[config.mk]
export PLATFORM = sky130hd
export DESIGN_NAME = multicycle_sequencer_flat
export DESIGN_NICKNAME = d
export VERILOG_FILES = /design/src/rtl/multicycle_sequencer_if.sv /design/src/rtl/multicycle_sequencer.sv /design/src/flat_wrapper.sv
export SDC_FILE = /design/constraint.sdc
export NUM_CORES = 1
export LEC_CHECK = 0
export ABC_AREA = 1
export BUFFER_PORTS_ARGS = -buffer_cell sky130_fd_sc_hd__buf_2
export CORE_AREA = 3 3 61 63
export DETAILED_ROUTE_END_ITERATION = 16
export DIE_AREA = 0 0 64 66
export GPL_TIMING_DRIVEN = 1
export PLACE_DENSITY = 0.78
export SYNTH_ARGS = -nofsm -noshare
export SYNTH_HDL_FRONTEND = slang
export SYNTH_SLANG_ARGS = --single-unit
[constraint.sdc]
create_clock -name clk -period 4.16 [get_ports clk]
set_input_delay 0.208 -clock clk [delete_from_list [all_inputs] [get_ports clk]]
set_output_delay 0.208 -clock clk [all_outputs]
set_load 0.05 [all_outputs]
[src/rtl/multicycle_sequencer_if.sv]
// multicycle_sequencer_if: control/handshake bundle between the sequencer and the datapath/memory side.
interface multicycle_sequencer_if #(parameter int CNT_W = 16);
    logic             start;
    logic [3:0]       opcode;
    logic             zero;
    logic             mem_ack;
    logic             mem_req;
    logic             mem_we;
    logic             ir_en;
    logic             pc_en;
    logic [1:0]       pc_src;
    logic [1:0]       alu_op;
    logic             alu_src;
    logic             reg_we;
    logic             wb_sel;
    logic             busy;
    logic             halted;
    logic             err;
    logic [2:0]       state;
    logic [CNT_W-1:0] instr_cnt;
    modport master (
        output start, opcode, zero, mem_ack,
        input  mem_req, mem_we, ir_en, pc_en, pc_src, alu_op, alu_src, reg_we, wb_sel,
               busy, halted, err, state, instr_cnt
    );
    modport slave (
        input  start, opcode, zero, mem_ack,
        output mem_req, mem_we, ir_en, pc_en, pc_src, alu_op, alu_src, reg_we, wb_sel,
               busy, halted, err, state, instr_cnt
    );
endinterface

[src/rtl/multicycle_sequencer.sv]
// multicycle_sequencer: FETCH/DECODE/EXEC/MEM/WB control FSM for the 16-bit RISC core.
// Define ILLEGAL_TRAP_EN to send opcodes 13-15 to FAULT instead of executing them as NOP.
module multicycle_sequencer #(
    parameter int CNT_W        = 16,
    parameter int MEM_WAIT_MAX = 15
) (
    input logic clk,
    input logic rst_n,
    multicycle_sequencer_if.slave bus
);
    localparam logic [2:0] S_IDLE = 3'd0, S_FETCH = 3'd1, S_DECODE = 3'd2, S_EXEC = 3'd3,
                           S_MEM  = 3'd4, S_WB    = 3'd5, S_HALT   = 3'd6, S_FAULT = 3'd7;
    localparam logic [3:0] OP_SUB = 4'd1, OP_AND = 4'd2, OP_OR = 4'd3, OP_ADDI = 4'd4,
                           OP_LW  = 4'd5, OP_SW  = 4'd6, OP_BEQ = 4'd7, OP_BNE = 4'd8,
                           OP_JMP = 4'd9, OP_ANDI = 4'd10, OP_HALT = 4'd12;
    localparam int WW = MEM_WAIT_MAX < 2 ? 1 : $clog2(MEM_WAIT_MAX + 1);
    localparam logic [WW-1:0] W_LAST = WW'(MEM_WAIT_MAX - 1);
    logic [2:0]       state, nxt;
    logic [3:0]       op_q;
    logic [WW-1:0]    wcnt;
    logic [CNT_W-1:0] cnt;
    logic             in_fetch, in_exec, in_mem, in_wb, alu_act, timeout, retire;
    assign in_fetch = state == S_FETCH;
    assign in_exec  = state == S_EXEC;
    assign in_mem   = state == S_MEM;
    assign in_wb    = state == S_WB;
    assign alu_act  = in_exec | in_mem;
    // wcnt holds the number of unacknowledged cycles already spent on this request
    assign timeout  = (MEM_WAIT_MAX != 0) && !bus.mem_ack && wcnt == W_LAST;
    always_comb begin
        nxt = state;
        case (state)
            S_IDLE:   nxt = bus.start ? S_FETCH : S_IDLE;
            S_FETCH:  nxt = bus.mem_ack ? S_DECODE : timeout ? S_FAULT : S_FETCH;
`ifdef ILLEGAL_TRAP_EN
            S_DECODE: nxt = bus.opcode == OP_HALT ? S_HALT : bus.opcode > OP_HALT ? S_FAULT : S_EXEC;
`else
            S_DECODE: nxt = bus.opcode == OP_HALT ? S_HALT : S_EXEC;
`endif
            S_EXEC:   nxt = (op_q <= OP_ADDI || op_q == OP_ANDI) ? S_WB :
                            (op_q == OP_LW || op_q == OP_SW) ? S_MEM : S_FETCH;
            S_MEM:    nxt = bus.mem_ack ? (op_q == OP_LW ? S_WB : S_FETCH) : timeout ? S_FAULT : S_MEM;
            S_WB:     nxt = S_FETCH;
            default:  nxt = state;
        endcase
    end
    assign retire = in_wb | (in_mem & bus.mem_ack & op_q == OP_SW) | (in_exec & nxt == S_FETCH);
    assign bus.mem_req   = in_fetch | in_mem;
    assign bus.mem_we    = in_mem & op_q == OP_SW;
    assign bus.ir_en     = in_fetch & bus.mem_ack;
    assign bus.pc_en     = (in_fetch & bus.mem_ack) |
                           (in_exec & ((op_q == OP_BEQ & bus.zero) | (op_q == OP_BNE & ~bus.zero) | op_q == OP_JMP));
    assign bus.pc_src    = !in_exec ? 2'b00 : (op_q == OP_BEQ || op_q == OP_BNE) ? 2'b01 :
                           op_q == OP_JMP ? 2'b10 : 2'b00;
    assign bus.alu_op    = !alu_act ? 2'b00 : (op_q == OP_SUB || op_q == OP_BEQ || op_q == OP_BNE) ? 2'b01 :
                           (op_q == OP_AND || op_q == OP_ANDI) ? 2'b10 : op_q == OP_OR ? 2'b11 : 2'b00;
    assign bus.alu_src   = alu_act & (op_q == OP_ADDI || op_q == OP_LW || op_q == OP_SW || op_q == OP_ANDI);
    assign bus.reg_we    = in_wb;
    assign bus.wb_sel    = in_wb & op_q == OP_LW;
    assign bus.busy      = state != S_IDLE && state < S_HALT;
    assign bus.halted    = state == S_HALT;
    assign bus.err       = state == S_FAULT;
    assign bus.state     = state;
    assign bus.instr_cnt = cnt;
    always_ff @(posedge clk or negedge rst_n) begin
        if (!rst_n) begin
            state <= S_IDLE;
            op_q  <= '0;
            wcnt  <= '0;
            cnt   <= '0;
        end else begin
            state <= nxt;
            if (state == S_DECODE) op_q <= bus.opcode;
            wcnt <= (bus.mem_req && !bus.mem_ack) ? wcnt + 1'b1 : '0;
            if (retire) cnt <= cnt + 1'b1;
        end
    end
endmodule
[src/flat_wrapper.sv]
// flat-port wrapper written by rule: the top's interface ports become plain ports
module multicycle_sequencer_flat 
#(
    parameter int CNT_W        = 16,
    parameter int MEM_WAIT_MAX = 15
)
  (clk, rst_n, bus_start, bus_opcode, bus_zero, bus_mem_ack, bus_mem_req, bus_mem_we, bus_ir_en, bus_pc_en, bus_pc_src, bus_alu_op, bus_alu_src, bus_reg_we, bus_wb_sel, bus_busy, bus_halted, bus_err, bus_state, bus_instr_cnt);
  multicycle_sequencer_if #(.CNT_W(CNT_W)) bus_i ();
  input logic clk;
  input logic rst_n;
  input wire logic [$bits(bus_i.start)-1:0] bus_start;
  input wire logic [$bits(bus_i.opcode)-1:0] bus_opcode;
  input wire logic [$bits(bus_i.zero)-1:0] bus_zero;
  input wire logic [$bits(bus_i.mem_ack)-1:0] bus_mem_ack;
  output wire logic [$bits(bus_i.mem_req)-1:0] bus_mem_req;
  output wire logic [$bits(bus_i.mem_we)-1:0] bus_mem_we;
  output wire logic [$bits(bus_i.ir_en)-1:0] bus_ir_en;
  output wire logic [$bits(bus_i.pc_en)-1:0] bus_pc_en;
  output wire logic [$bits(bus_i.pc_src)-1:0] bus_pc_src;
  output wire logic [$bits(bus_i.alu_op)-1:0] bus_alu_op;
  output wire logic [$bits(bus_i.alu_src)-1:0] bus_alu_src;
  output wire logic [$bits(bus_i.reg_we)-1:0] bus_reg_we;
  output wire logic [$bits(bus_i.wb_sel)-1:0] bus_wb_sel;
  output wire logic [$bits(bus_i.busy)-1:0] bus_busy;
  output wire logic [$bits(bus_i.halted)-1:0] bus_halted;
  output wire logic [$bits(bus_i.err)-1:0] bus_err;
  output wire logic [$bits(bus_i.state)-1:0] bus_state;
  output wire logic [$bits(bus_i.instr_cnt)-1:0] bus_instr_cnt;
  assign bus_i.start = bus_start;
  assign bus_i.opcode = bus_opcode;
  assign bus_i.zero = bus_zero;
  assign bus_i.mem_ack = bus_mem_ack;
  assign bus_mem_req = bus_i.mem_req;
  assign bus_mem_we = bus_i.mem_we;
  assign bus_ir_en = bus_i.ir_en;
  assign bus_pc_en = bus_i.pc_en;
  assign bus_pc_src = bus_i.pc_src;
  assign bus_alu_op = bus_i.alu_op;
  assign bus_alu_src = bus_i.alu_src;
  assign bus_reg_we = bus_i.reg_we;
  assign bus_wb_sel = bus_i.wb_sel;
  assign bus_busy = bus_i.busy;
  assign bus_halted = bus_i.halted;
  assign bus_err = bus_i.err;
  assign bus_state = bus_i.state;
  assign bus_instr_cnt = bus_i.instr_cnt;
  multicycle_sequencer #(.CNT_W(CNT_W), .MEM_WAIT_MAX(MEM_WAIT_MAX)) u_core (.clk(clk), .rst_n(rst_n), .bus(bus_i));
endmodule
==> flow_summary.json <==
{
  "syn_avg_cell_area_um2": 7.15,
  "synth_ff_type": "dfrtp_1",
  "ys_seq_elements": 27,
  "grt_setup_unrepaired": "false",
  "tightest_slew_ns": 0.589,
  "synth_xor_area_frac": 0.0686,
  "skew_ns": 0.0107,
  "die-area_um2": 4220,
  "wirelength_um": 3740,
  "relSlewSlack": 0.607,
  "drt_first_iter_violations": 100,
  "nFillCells": 295,
  "yosys-top-cells-count": "nand2_1, nor2_1, nand3_1, dfrtp_1, inv_1",
  "clkPwrFrac": 0.283,
  "clock_sinks": 27,
  "yosysUniqueCellTypes": 28,
  "diodes": 0,
  "end_kind": "output pin",
  "worstPathArrival_ns": 1.70,
  "fin_nets": 306,
  "wire_per_inst_um": 11.0,
  "power.total_uw": 384,
  "synthAdderAreaFrac": 0.0210,
  "multiInputGateArea_um2": 963,
  "port_buffers": 41,
  "grt_max_degree": 28,
  "p_switching_uw": 80.2,
  "grt_pass1_vias": 1458,
  "outcome": "complete, no violations",
  "p_leak_nw": 1.15,
  "maxCapViolations": 0,
  "synth_edf_count": 0,
  "initial_utilization": 0.544,
  "post-cts-setup-buffer-count": 0,
  "synthTopCellsByArea": "dfrtp_1, nand2_1, nand3_1",
  "firstDrtPassIters": 4,
  "clock_latency_ns": 0.32,
  "critPathLaunchType": "flop",
  "fin_crit_ns": 1.91,
  "dp_cells": 334,
  "synth_top_area_cell": "dfrtp_1",
  "setup-tns-final_ns": 0,
  "grt_overflow": 0,
  "die_height_um": 66,
  "clock_path_buffers": 2,
  "synth_top_family_by_area": "simple AND/OR/NAND/NOR gates",
  "ios": 42,
  "p_comb_frac": 0.034,
  "die_w_um": 64,
  "syn2layout_area_growth_pct": 15.2,
  "power_density_nw_per_um2": 187,
  "yosysWarningCount": 0,
  "root_buffer": "clkbuf_4",
  "synth_compound_area_frac": 0.0553,
  "ant_nets": 0,
  "drive_above_1_share": 0.212,
  "grt_usage": 0.190,
  "worstPathMaxFanout": 4,
  "worstSetupPathType": "reg2out",
  "cts_buffers": 3,
  "setup_viol": 0,
  "drc": 0,
  "via_per_inst": 4.85,
  "hp-class": "in2reg",
  "fp-row-count": 21,
  "synth.most_common_cell": "nand2_1",
  "internal-power_uw": 304,
  "synth_area_um2": 1790,
  "maxSlewViolCount": 0,
  "cts_tree": "built",
  "cts_resized": 0,
  "synth_mux_area_frac": 0,
  "max_freq_mhz": 525,
  "dp_hpwl_um": 2910,
  "hold_viol_final": 0,
  "seq_area_um2": 676,
  "required_ns": 3.95,
  "p_sw_frac": 0.209,
  "final_cells": 339,
  "ys_async_sr_fraction": 1.00,
  "ys_seq_area_frac": 0.378,
  "antenna_found_initial": 0,
  "gp_congestion": 0.916,
  "syn-num-nets": 262,
  "fin_crit_sh": 0.458,
  "grt_pass1_wl_um": 6440,
  "core_area_um2": 3280,
  "path_clk_slew_ns": 0.14,
  "h-tree-depth": 1,
  "synthCells": 250,
  "power_frac_seq": 0.683,
  "synth_top_area_frac": 0.378,
  "yosys.area_share.simple": 0.394,
  "vias": 1645,
  "irDropWorstVdd_mv": 0.221
}
-- what timing repair did --
action / 4_1_cts / 5_1_grt
endpoints found under the setup margin: 0 / 0
hold buffers: 1 / 0
endpoints found under the hold margin: 27 / 0
-- cells by family after synthesis --
family                   after synthesis
buffers and inverters                 35
XOR/XNOR                              14
AND/OR/NAND/NOR                      156
adder cells (fa/ha/maj)                3
AO/OA/AOI/OAI                         15
flip-flops                            27
-- flip-flops by register name, indices dropped and copies added (netlist names) --
signal and count:
u_core.bus.state 3, u_core.op_q 4, u_core.wcnt 4, u_core.bus.instr_cnt 16
-- final timing paths --
path,start,end,slack [ns],depth (start not counted)
worst max register to register,u_core.bus.state[0]$_DFF_PN0_,u_core.bus.instr_cnt[3]$_DFFE_PN0P_,2.45,9
min in group asynchronous,rst_n,u_core.bus.instr_cnt[14]$_DFFE_PN0P_,0.40,2
worst max-delay path,u_core.bus.state[1]$_DFF_PN0_,bus_pc_en,2.25,7
worst min register to register,u_core.wcnt[0]$_DFF_PN0_,u_core.wcnt[0]$_DFF_PN0_,0.49,1
worst min-delay path,bus_opcode[0],u_core.op_q[0]$_DFFE_PN0P_,0.11,3
max in group asynchronous,rst_n,u_core.bus.state[1]$_DFF_PN0_,3.36,2
-- critical path, cell delays in order, from the launching register on --
cell     delay (ns)
dfrtp_1        0.45
inv_2          0.10
nand2_1        0.07
nor2_1         0.13
inv_1          0.10
nor2_1         0.16
a211o_1        0.12
buf_2          0.25
-- routing by layer --
metal	wire, µm	vias to the layer above	track usage
met5	0	-	0
met4	23	0	0.0323
met3	132	4	0.0357
met2	1770	29	0.311
met1	1810	739	0.264
li1	-	873	-
-- area by class of cell --
type / instances / area share
sequential: 27 / 0.328
clock buffer: 4 / 0.0128
inverter: 32 / 0.0584
multi-input combinational: 188 / 0.468
tap: 46 / 0.0280
timing repair buffer: 42 / 0.105
-- through the flow --
stage / worst slack, ns / hold slack (ns) / util / instance area [µm²]
CTS: 2.24 / 0.0950 / 0.627 / 2060
floorplan: 1.39 / -0.0876 / - / 1790
global placement: 2.48 / 0.249 / 0.616 / 2020
detailed placement: 2.47 / 0.249 / 0.616 / 2020
finish: 2.25 / 0.107 / 0.627 / 2060
global route: 2.10 / 0.114 / 0.627 / 2060
-- power groups by stage --
| stage | clock (mW) | combinational, mW | sequential (mW) |
|---|---|---|---|
| 3_5_place_dp | 0 | 0.0128 | 0.267 |
| 3_3_place_gp | 0 | 0.0127 | 0.267 |
| 2_1_floorplan | 0 | 0.00233 | 0.268 |
| 6_report | 0.109 | 0.0130 | 0.262 |
| 5_1_grt | 0.119 | 0.0151 | 0.263 |
| 4_1_cts | 0.116 | 0.0135 | 0.263 |
-- cell usage in the layout, fill, tap and decap left out, types with 2 or more instances in the layout --
cell      instances
a21oi_1           2
and2_1            2
buf_2            41
clkbuf_4          3
dfrtp_1          27
ha_1              3
inv_1            27
inv_2             5
nand2_1          78
nand2_2           5
nand3_1          28
nand3_2           2
nor2_1           31
nor2_4            3
nor3_1            3
o21ai_0           7
xnor2_1           4
xor2_1           10
No activity file was read; power rests on OpenSTA's default activity.
